<file path="config.mk">
export PLATFORM = sky130hd
export DESIGN_NAME = uart_tx_ctrl
export DESIGN_NICKNAME = d
export VERILOG_FILES = /design/src/rtl/uart_tx_pkg.sv /design/src/rtl/parity_calc.sv /design/src/rtl/uart_tx_ctrl.sv
export SDC_FILE = /design/constraint.sdc
export NUM_CORES = 1
export LEC_CHECK = 0
export ABC_AREA = 1
export CAP_MARGIN = 20
export CELL_PAD_IN_SITES_DETAIL_PLACEMENT = 2
export CELL_PAD_IN_SITES_GLOBAL_PLACEMENT = 2
export CORE_MARGIN = 4
export CORE_UTILIZATION = 30
export CTS_CLUSTER_SIZE = 8
export DETAILED_ROUTE_END_ITERATION = 6
export GPL_ROUTABILITY_DRIVEN = 0
export GPL_TIMING_DRIVEN = 1
export PLACE_DENSITY = 0.8
export SLEW_MARGIN = 20
export SYNTH_ARGS = -nofsm -noshare
export SYNTH_HDL_FRONTEND = slang
export SYNTH_HIERARCHICAL = 1
export SYNTH_SLANG_ARGS = --single-unit
</file>
<file path="constraint.sdc">
create_clock -name CLK -period 2.2 [get_ports CLK]
set_input_delay 0.22 -clock CLK [delete_from_list [all_inputs] [get_ports CLK]]
set_output_delay 0.22 -clock CLK [all_outputs]
set_load 0.01 [all_outputs]
</file>
<file path="src/rtl/uart_tx_pkg.sv">
// ============================================================
// uart_tx_pkg : shared state encoding and parity constants
// Rev 1.0
// ============================================================
`default_nettype none

package uart_tx_pkg;

  typedef enum logic [2:0] {
    IDLE   = 3'd0,
    START  = 3'd1,
    DATA   = 3'd2,
    PARITY = 3'd3,
    STOP   = 3'd4
  } tx_state_e;

  localparam logic PAR_EVEN = 1'b0;
  localparam logic PAR_ODD  = 1'b1;

endpackage

`default_nettype wire

</file>
<file path="src/rtl/parity_calc.sv">
// ============================================================
// parity_calc : combinational even/odd parity of a data word
// Rev 1.0
// ============================================================
`default_nettype none

import uart_tx_pkg::*;

module parity_calc #(
  parameter int DATA_WIDTH = 8
) (
  input  logic [DATA_WIDTH-1:0] data_i,
  input  logic                  par_typ_i,
  output logic                  par_o
);

  logic xor_all;

  assign xor_all = ^data_i;
  assign par_o   = (par_typ_i == PAR_ODD) ? ~xor_all : xor_all;

endmodule

`default_nettype wire

</file>
<file path="src/rtl/uart_tx_ctrl.sv">
// ============================================================
// uart_tx_ctrl : UART frame controller driving an external serializer
// Rev 1.0
// ============================================================
`default_nettype none

import uart_tx_pkg::*;

module uart_tx_ctrl #(
  parameter int DATA_WIDTH = 8,
  parameter int CNT_WIDTH  = 3
) (
  input  logic                  CLK,
  input  logic                  RST,
  input  logic [DATA_WIDTH-1:0] P_DATA,
  input  logic                  Data_Valid,
  input  logic                  PAR_EN,
  input  logic                  PAR_TYP,
  input  logic                  ser_data,
  output logic                  ser_load,
  output logic                  TX_OUT,
  output logic                  Busy
);

  localparam logic [CNT_WIDTH-1:0] LAST_BIT = CNT_WIDTH'(DATA_WIDTH - 1);

  tx_state_e             state_q, state_d;
  logic [CNT_WIDTH-1:0]  cnt_q, cnt_d;
  logic [DATA_WIDTH-1:0] data_q;
  logic                  par_en_q;
  logic                  par_typ_q;
  logic                  busy_q;
  logic                  accept;
  logic                  par_bit;

  // RST gates accept so ser_load stays low while reset is held
  assign accept = RST & Data_Valid & ((state_q == IDLE) || (state_q == STOP));

  parity_calc #(
    .DATA_WIDTH (DATA_WIDTH)
  ) u_parity_calc (
    .data_i    (data_q),
    .par_typ_i (par_typ_q),
    .par_o     (par_bit)
  );

  // State register plus the counter, latches and registered Busy
  always_ff @(posedge CLK or negedge RST) begin
    if (!RST) begin
      state_q   <= IDLE;
      cnt_q     <= '0;
      data_q    <= '0;
      par_en_q  <= 1'b0;
      par_typ_q <= 1'b0;
      busy_q    <= 1'b0;
    end else begin
      state_q <= state_d;
      cnt_q   <= cnt_d;
      busy_q  <= (state_d != IDLE);
      if (accept) begin
        data_q    <= P_DATA;
        par_en_q  <= PAR_EN;
        par_typ_q <= PAR_TYP;
      end
    end
  end

  always_comb begin
    state_d = state_q;
    cnt_d   = '0;
    case (state_q)
      IDLE:   if (accept) state_d = START;
      START:  state_d = DATA;
      DATA: begin
        cnt_d = cnt_q + CNT_WIDTH'(1);
        if (cnt_q == LAST_BIT) begin
          cnt_d   = '0;
          state_d = par_en_q ? PARITY : STOP;
        end
      end
      PARITY: state_d = STOP;
      STOP:   state_d = accept ? START : IDLE;
      default: state_d = IDLE;
    endcase
  end

  // TX_OUT depends only on registered state, never on Data_Valid
  always_comb begin
    ser_load = accept;
    TX_OUT   = 1'b1;
    case (state_q)
      START:   TX_OUT = 1'b0;
      DATA:    TX_OUT = ser_data;
      PARITY:  TX_OUT = par_bit;
      default: TX_OUT = 1'b1;
    endcase
  end

  assign Busy = busy_q;

endmodule

`default_nettype wire

</file>
==> metrics, run 1 <==
top-level port count 17; clk root buf sky130_fd_sc_hd__clkbuf_4; global routing met3 resource utilization 0.0288; outcome finished, final reports clean; antenna violations before repair 0; unrepaired setup endpoints after global routing false; count of endpoints failing setup in the final report 0; yosys warns 6; area overhead of the layout relative to synthesis 24.4%; leading cell types in the layout, fill and taps excluded sky130_fd_sc_hd__nand2_1, sky130_fd_sc_hd__dfrtp_1, sky130_fd_sc_hd__clkdlybuf4s50_1, sky130_fd_sc_hd__inv_1, sky130_fd_sc_hd__nand3_1; clock-pin slew on the worst setup and hold paths 110 ps; busiest layer in global routing met2; # clock sinks 17; worst min-delay path category input pin to async pin; grt total ovfl 0; Fmax achieved between 500 and 600 MHz; quantity of I/O buffers inserted on ports 16; met1 usage in global routing 0.155; TNS Setup 0 ps; total count of hold-check failures in the final report 0; number of instances in the synthesized netlist approximately 120; total power per unit cell area between 1000 and 1500 mW/mm²; final setup skew 3.31 ps; TritonCTS clock tree yes; Req. time, crit path 1980 ps; share of the core filled with cells 0.396; overall via count from detail_route ~780; H-tree levels 1; netlist area before placement about 890 µm²; placed wire-length estimate after detailed placement about 1.8 mm; detailed-route wire length per cell between 10 and 15 µm; maximum fanout count along the critical path 4; number of hold-repair buffers added at the cts stage 0; nets in the synthesized netlist between 100 and 150; Die Wd roughly 63 µm; data arrival time of the critical path 1770 ps; Overall Global Routing Usage 0.132; tightest slew margin relative to the limit 0.820; standard cell core area ~0.0028 mm²; wire length of the first global-routing pass just over 4 mm; DR vias/cell between 4 and 5; maximum clock insertion buffer count 2; # resized after CTS 1; crit path launch type flop; TritonCTS Buffers 3; slew at the pin closest to its max-slew limit 270 ps; Final Max Slew Viols 0; max-cap violations 0; clock network latency to the later pin of the worst-skew pair 300 ps; proportion of layout cells with a drive suffix above 1 0.129; largest net degree at the start of global routing 19; residual DRC count 0; peak supply drop approximately 400 µV; number of detailed-routing iterations run before antenna repair 4; # diodes 0; floorplan die height between 60 and 70 µm; Tmin final 1990 ps; total die area roughly 0.0039 mm²; number of global-route vias before repair ~880; most frequent standard cell in the layout excluding fill and tap cells sky130_fd_sc_hd__nand2_1; WS Path Type flop to output port; post-route antenna net violation count 0; kind of end point of the critical path output port; final hold slack about 280 ps; Seq/Total Area, Yosys 0.477; number of setup buffers added after CTS 0; Initial DRC Count 32; post-synth cell types 15; LEAKAGE between 0.0006 and 0.0007 µW; count of standard-cell rows 19; flop and latch count out of synthesis 17; Post-Syn Area per Cell 7.50 µm²; initial core utilization 0.318; met2 routing resource usage after global routing 0.226; DRT Wirelength between 2 and 2.5 mm; final net count between 150 and 200; period utilisation layout 0.904
[cells in the mapped netlist]
cell type / number / share of area
sky130_fd_sc_hd__inv_2: 3 / 0.013
sky130_fd_sc_hd__o21ai_0: 1 / 0.0056
sky130_fd_sc_hd__buf_6: 2 / 0.025
sky130_fd_sc_hd__nor2_4: 1 / 0.013
sky130_fd_sc_hd__nand2_1: 55 / 0.23
sky130_fd_sc_hd__nor2_1: 4 / 0.017
sky130_fd_sc_hd__dfrtp_1: 17 / 0.48
sky130_fd_sc_hd__nand2_2: 7 / 0.049
sky130_fd_sc_hd__a21oi_1: 2 / 0.011
sky130_fd_sc_hd__nand3_1: 8 / 0.045
sky130_fd_sc_hd__ha_1: 2 / 0.028
sky130_fd_sc_hd__nand3_2: 1 / 0.011
sky130_fd_sc_hd__nor3_1: 1 / 0.0056
sky130_fd_sc_hd__xor2_1: 1 / 0.0098
sky130_fd_sc_hd__inv_1: 14 / 0.059
[stage by stage]
step / instances / area, µm² / total power [µW] / setup WS [ps]
4_1_cts: 170 / 1110 / 1390 / 170
5_1_grt: 170 / 1110 / 1520 / 55.8
3_3_place_gp: 166 / 1080 / 1160 / 357
2_1_floorplan: 119 / 892 / 997 / 950
3_5_place_dp: 166 / 1080 / 1210 / 294
6_report: 170 / 1110 / 1360 / 211
[where the power goes]
group | switching (µW) | internal (µW)
clock network | 107 | 67.8
registers | 110 | 438
logic | 385 | 251
[cell families after synthesis]
| logic type | synth area share |
|---|---|
| buf+inv | 0.0968 |
| simple gates | 0.372 |
| xor+xnor | 0.00982 |
| flops | 0.477 |
| compound gates | 0.0168 |
| fa+ha+maj | 0.0280 |
[worst max-delay path, stage by stage, from the launching register on]
cell	delay (ps)
sky130_fd_sc_hd__dfrtp_1	430
sky130_fd_sc_hd__inv_2	70
sky130_fd_sc_hd__nand2_1	60
sky130_fd_sc_hd__nand2_1	90
sky130_fd_sc_hd__nand2_1	80
sky130_fd_sc_hd__nand2_2	80
sky130_fd_sc_hd__inv_1	40
sky130_fd_sc_hd__nand3_1	80
sky130_fd_sc_hd__nand2_1	60
sky130_fd_sc_hd__inv_1	50
sky130_fd_sc_hd__nand3_1	70
sky130_fd_sc_hd__nand3_1	90
sky130_fd_sc_hd__dlygate4sd2_1	260
[flip-flops by register name (all words and copies together), names as in the netlist]
signal	count
state_q	3
par_typ_q	1
Busy	1
data_q	8
cnt_q	3
par_en_q	1
[path summary, 6_finish.rpt]
kind / start / endpoint / slack [ps] / cells past startpoint
max: data_q[2]$_DFFE_PN0P_ / TX_OUT / 210 / 12
min: RST / cnt_q[1]$_DFF_PN0_ / 280 / 2
max reg2reg: cnt_q[0]$_DFF_PN0_ / Busy$_DFF_PN0_ / 970 / 6
min reg2reg: cnt_q[0]$_DFF_PN0_ / cnt_q[0]$_DFF_PN0_ / 450 / 1
max in group asynchronous: RST / par_typ_q$_DFFE_PN0P_ / 1720 / 2
min in group CLK: cnt_q[0]$_DFF_PN0_ / cnt_q[0]$_DFF_PN0_ / 450 / 1
[per-layer routing]
layer	vias up	share of wire
li1	396	-
met1	377	0.45
met2	6	0.52
met3	4	0.018
met4	0	0.014
met5	-	0
[layout make-up]
cell class | instances | area, µm²
fillers | 328 | 1700
clock inverters | 1 | 5.00
repair buffers | 18 | 174
multi-input cells | 83 | 380
clock buffers | 3 | 22.5
flip-flops and latches | 17 | 425
well taps | 31 | 38.8
inverters | 17 | 63.8
No activity file was read; power rests on OpenSTA's default activity.
==> run 2, diff against run 1 <==
--- a/config.mk
+++ b/config.mk
@@ -16,6 +16,7 @@
 export GPL_ROUTABILITY_DRIVEN = 0
 export GPL_TIMING_DRIVEN = 1
 export PLACE_DENSITY = 0.8
+export SKIP_CTS_REPAIR_TIMING = 1
 export SLEW_MARGIN = 20
 export SYNTH_ARGS = -nofsm -noshare
 export SYNTH_HDL_FRONTEND = slang
==> metrics, run 2 (synthesized netlist as in run 1, its figures left out) <==
outcome finished, final reports clean; wire length of the first global-routing pass 4.06 mm (unchanged); largest net degree at the start of global routing 19 (unchanged); antenna violations before repair 0 (unchanged); maximum fanout count along the critical path 4 (unchanged); Fmax achieved 530 MHz (+5.4%); initial core utilization 0.318 (unchanged); slew at the pin closest to its max-slew limit 270 ps (+0.0391 ps); clock share of power 0.128 (about the same); crit path launch type flop; LEAKAGE 0.000620 µW (+0.88%); leading cell types in the layout, fill and taps excluded sky130_fd_sc_hd__nand2_1, sky130_fd_sc_hd__dfrtp_1, sky130_fd_sc_hd__clkdlybuf4s50_1, sky130_fd_sc_hd__inv_1, sky130_fd_sc_hd__nand3_1; TritonCTS clock tree yes; peak supply drop 393 µV (+0.14%); data arrival time of the critical path 1670 ps (-100 ps); DR vias/cell 4.62 (+0.26%); critical path depth in cells 12 (unchanged); total net switching power 603 µW (+0.17%); period utilisation layout 0.858 (-0.0460); max-cap violations 0 (unchanged); P_int 760 µW (+0.46%); final net count 156 (unchanged); quantity of I/O buffers inserted on ports 16 (unchanged); TritonCTS Buffers 3 (unchanged); residual DRC count 0 (unchanged); worst min-delay path category input pin to async pin; # clock sinks 17 (unchanged); detailed-route wire length per cell 13.2 µm (about the same); overall via count from detail_route 785 (+0.26%); clk root buf sky130_fd_sc_hd__clkbuf_4; floorplan die height 62.5 µm (unchanged); sequence of cells on the critical path inv_2 -> nand2_1 -> nand2_1 -> nand2_1 -> nand2_2 -> inv_1 -> nand3_1 -> nand2_1 -> inv_1 -> nand3_1 -> nand3_1 -> dlymetal6s2s_1; most frequent standard cell in the layout excluding fill and tap cells sky130_fd_sc_hd__nand2_1; proportion of layout cells with a drive suffix above 1 0.129 (unchanged); sw frac 0.442 (-0.000703); Finished Layout Cells 170 (unchanged); Combinational Power Share 0.469 (about the same); unrepaired setup endpoints after global routing false; number of global-route vias before repair 883 (unchanged); maximum clock insertion buffer count 2 (unchanged); number of detailed-routing iterations run before antenna repair 4 (unchanged); WS Path Type flop to output port; top flop regs data_q: 8 flops, cnt_q: 3 flops, state_q: 3 flops; depth of the worst register-to-register path 6 (unchanged); grt total ovfl 0 (unchanged); clock-pin slew on the worst setup and hold paths 110 ps (about the same); area overhead of the layout relative to synthesis 24.8%; Flop pwr share 0.402 (-0.002); DRT Wirelength 2.24 mm (about the same); total count of hold-check failures in the final report 0 (unchanged); H-tree levels 1 (unchanged); Req. time, crit path 1980 ps (about the same); TNS Setup 0 ps (unchanged); total power per unit cell area 1220 mW/mm² (about the same); kind of end point of the critical path output port; total die area 0.00391 mm² (unchanged); Tmin final 1890 ps (-101 ps); top-level port count 17 (unchanged); largest register by flop count data_q; CP bufs+invs 4 (unchanged); placed wire-length estimate after detailed placement 1.80 mm (unchanged); count of standard-cell rows 19 (unchanged); Most common cell on crit path sky130_fd_sc_hd__nand2_1; standard cell core area 0.00281 mm² (unchanged); cell count after placement 166 (unchanged); cell with the biggest individual delay on the critical path sky130_fd_sc_hd__dfrtp_1; clock network latency to the later pin of the worst-skew pair 300 ps (about the same); Overall Global Routing Usage 0.132 (unchanged); post-route antenna net violation count 0 (unchanged); tightest slew margin relative to the limit 0.820 (about the same); Initial DRC Count 28 (-13%); Largest register FFs 8 (unchanged); R2R setup slack 970 ps (about the same); Final Max Slew Viols 0 (unchanged); count of endpoints failing setup in the final report 0 (unchanged); # diodes 0 (unchanged); final setup skew 3.88 ps (+0.567 ps); delay of the slowest cell on the worst path 430 ps (about the same); cell class contributing the biggest share of worst-path delay simple AND/OR/NAND/NOR gates; Die Wd 62.5 µm (unchanged)
-- run 2: changes by cell type in the layout (fill, tap and decap cells not counted), sizes merged --
cell,delta
dlygate4sd2,-1
dlymetal6s2s,+1
-- run 2: power by group through the flow --
stage          Combinational, µW  Sequential [µW]  Clock, µW
2_1_floorplan                467              530          0
3_3_place_gp                 611              544          0
3_5_place_dp                 653              555          0
4_1_cts                      659              550        189
5_1_grt                      743              571        210
6_report                     640              548        175
-- run 2: per-layer routing --
layer / global-route usage / wire [µm] / up-vias
li1: - / - / 396
met1: 0.155 / 984 / 379
met2: 0.226 / 1180 / 6
met3: 0.0288 / 46 / 4
met4: 0.0661 / 31 / 0
met5: 0 / 0 / -
-- run 2: through the flow --
stage,utilization,cell area [µm²],worst slack [ps],power [µW],hold WS [ps]
2_1_floorplan,-,892,950,997,-75.6
6_report,0.397,1110,312,1360,278
5_1_grt,0.397,1110,176,1520,281
4_1_cts,0.396,1110,-102,1400,266
3_5_place_dp,0.386,1080,294,1210,444
3_3_place_gp,0.386,1080,357,1160,426
-- run 2: final timing paths --
kind | startpoint | to
hold reg to reg | cnt_q[0]$_DFF_PN0_ | cnt_q[0]$_DFF_PN0_
min in group CLK | cnt_q[0]$_DFF_PN0_ | cnt_q[0]$_DFF_PN0_
hold / removal | RST | cnt_q[1]$_DFF_PN0_
setup / recovery | data_q[2]$_DFFE_PN0P_ | TX_OUT
max in group asynchronous | RST | par_typ_q$_DFFE_PN0P_
setup reg to reg | cnt_q[0]$_DFF_PN0_ | Busy$_DFF_PN0_
-- run 2: cell type report --
type / count / area [µm²]
Clock buffer: 3 / 22.5
Tap cell: 31 / 38.8
Timing Repair Buffer: 18 / 178
Multi-Input combinational cell: 83 / 380
Fill cell: 327 / 1690
Inverter: 17 / 63.8
Sequential cell: 17 / 425
Clock inverter: 1 / 5.00
-- run 2: worst register-to-register path, delay by kind of cell, from the launching register on --
kind,cells,cell delay [ps]
fa+ha+maj,2,410
buf+inv,1,40
flops,1,400
simple gates,3,260
==> run 3, diff against run 2 <==
--- a/config.mk
+++ b/config.mk
@@ -6,6 +6,7 @@
 export NUM_CORES = 1
 export LEC_CHECK = 0
 export ABC_AREA = 1
+export ABC_CLOCK_PERIOD_IN_PS = 2200
 export CAP_MARGIN = 20
 export CELL_PAD_IN_SITES_DETAIL_PLACEMENT = 2
 export CELL_PAD_IN_SITES_GLOBAL_PLACEMENT = 2
==> results of run 3 <==
No change in the layout: final DEF, timing and power equal those of run 2.
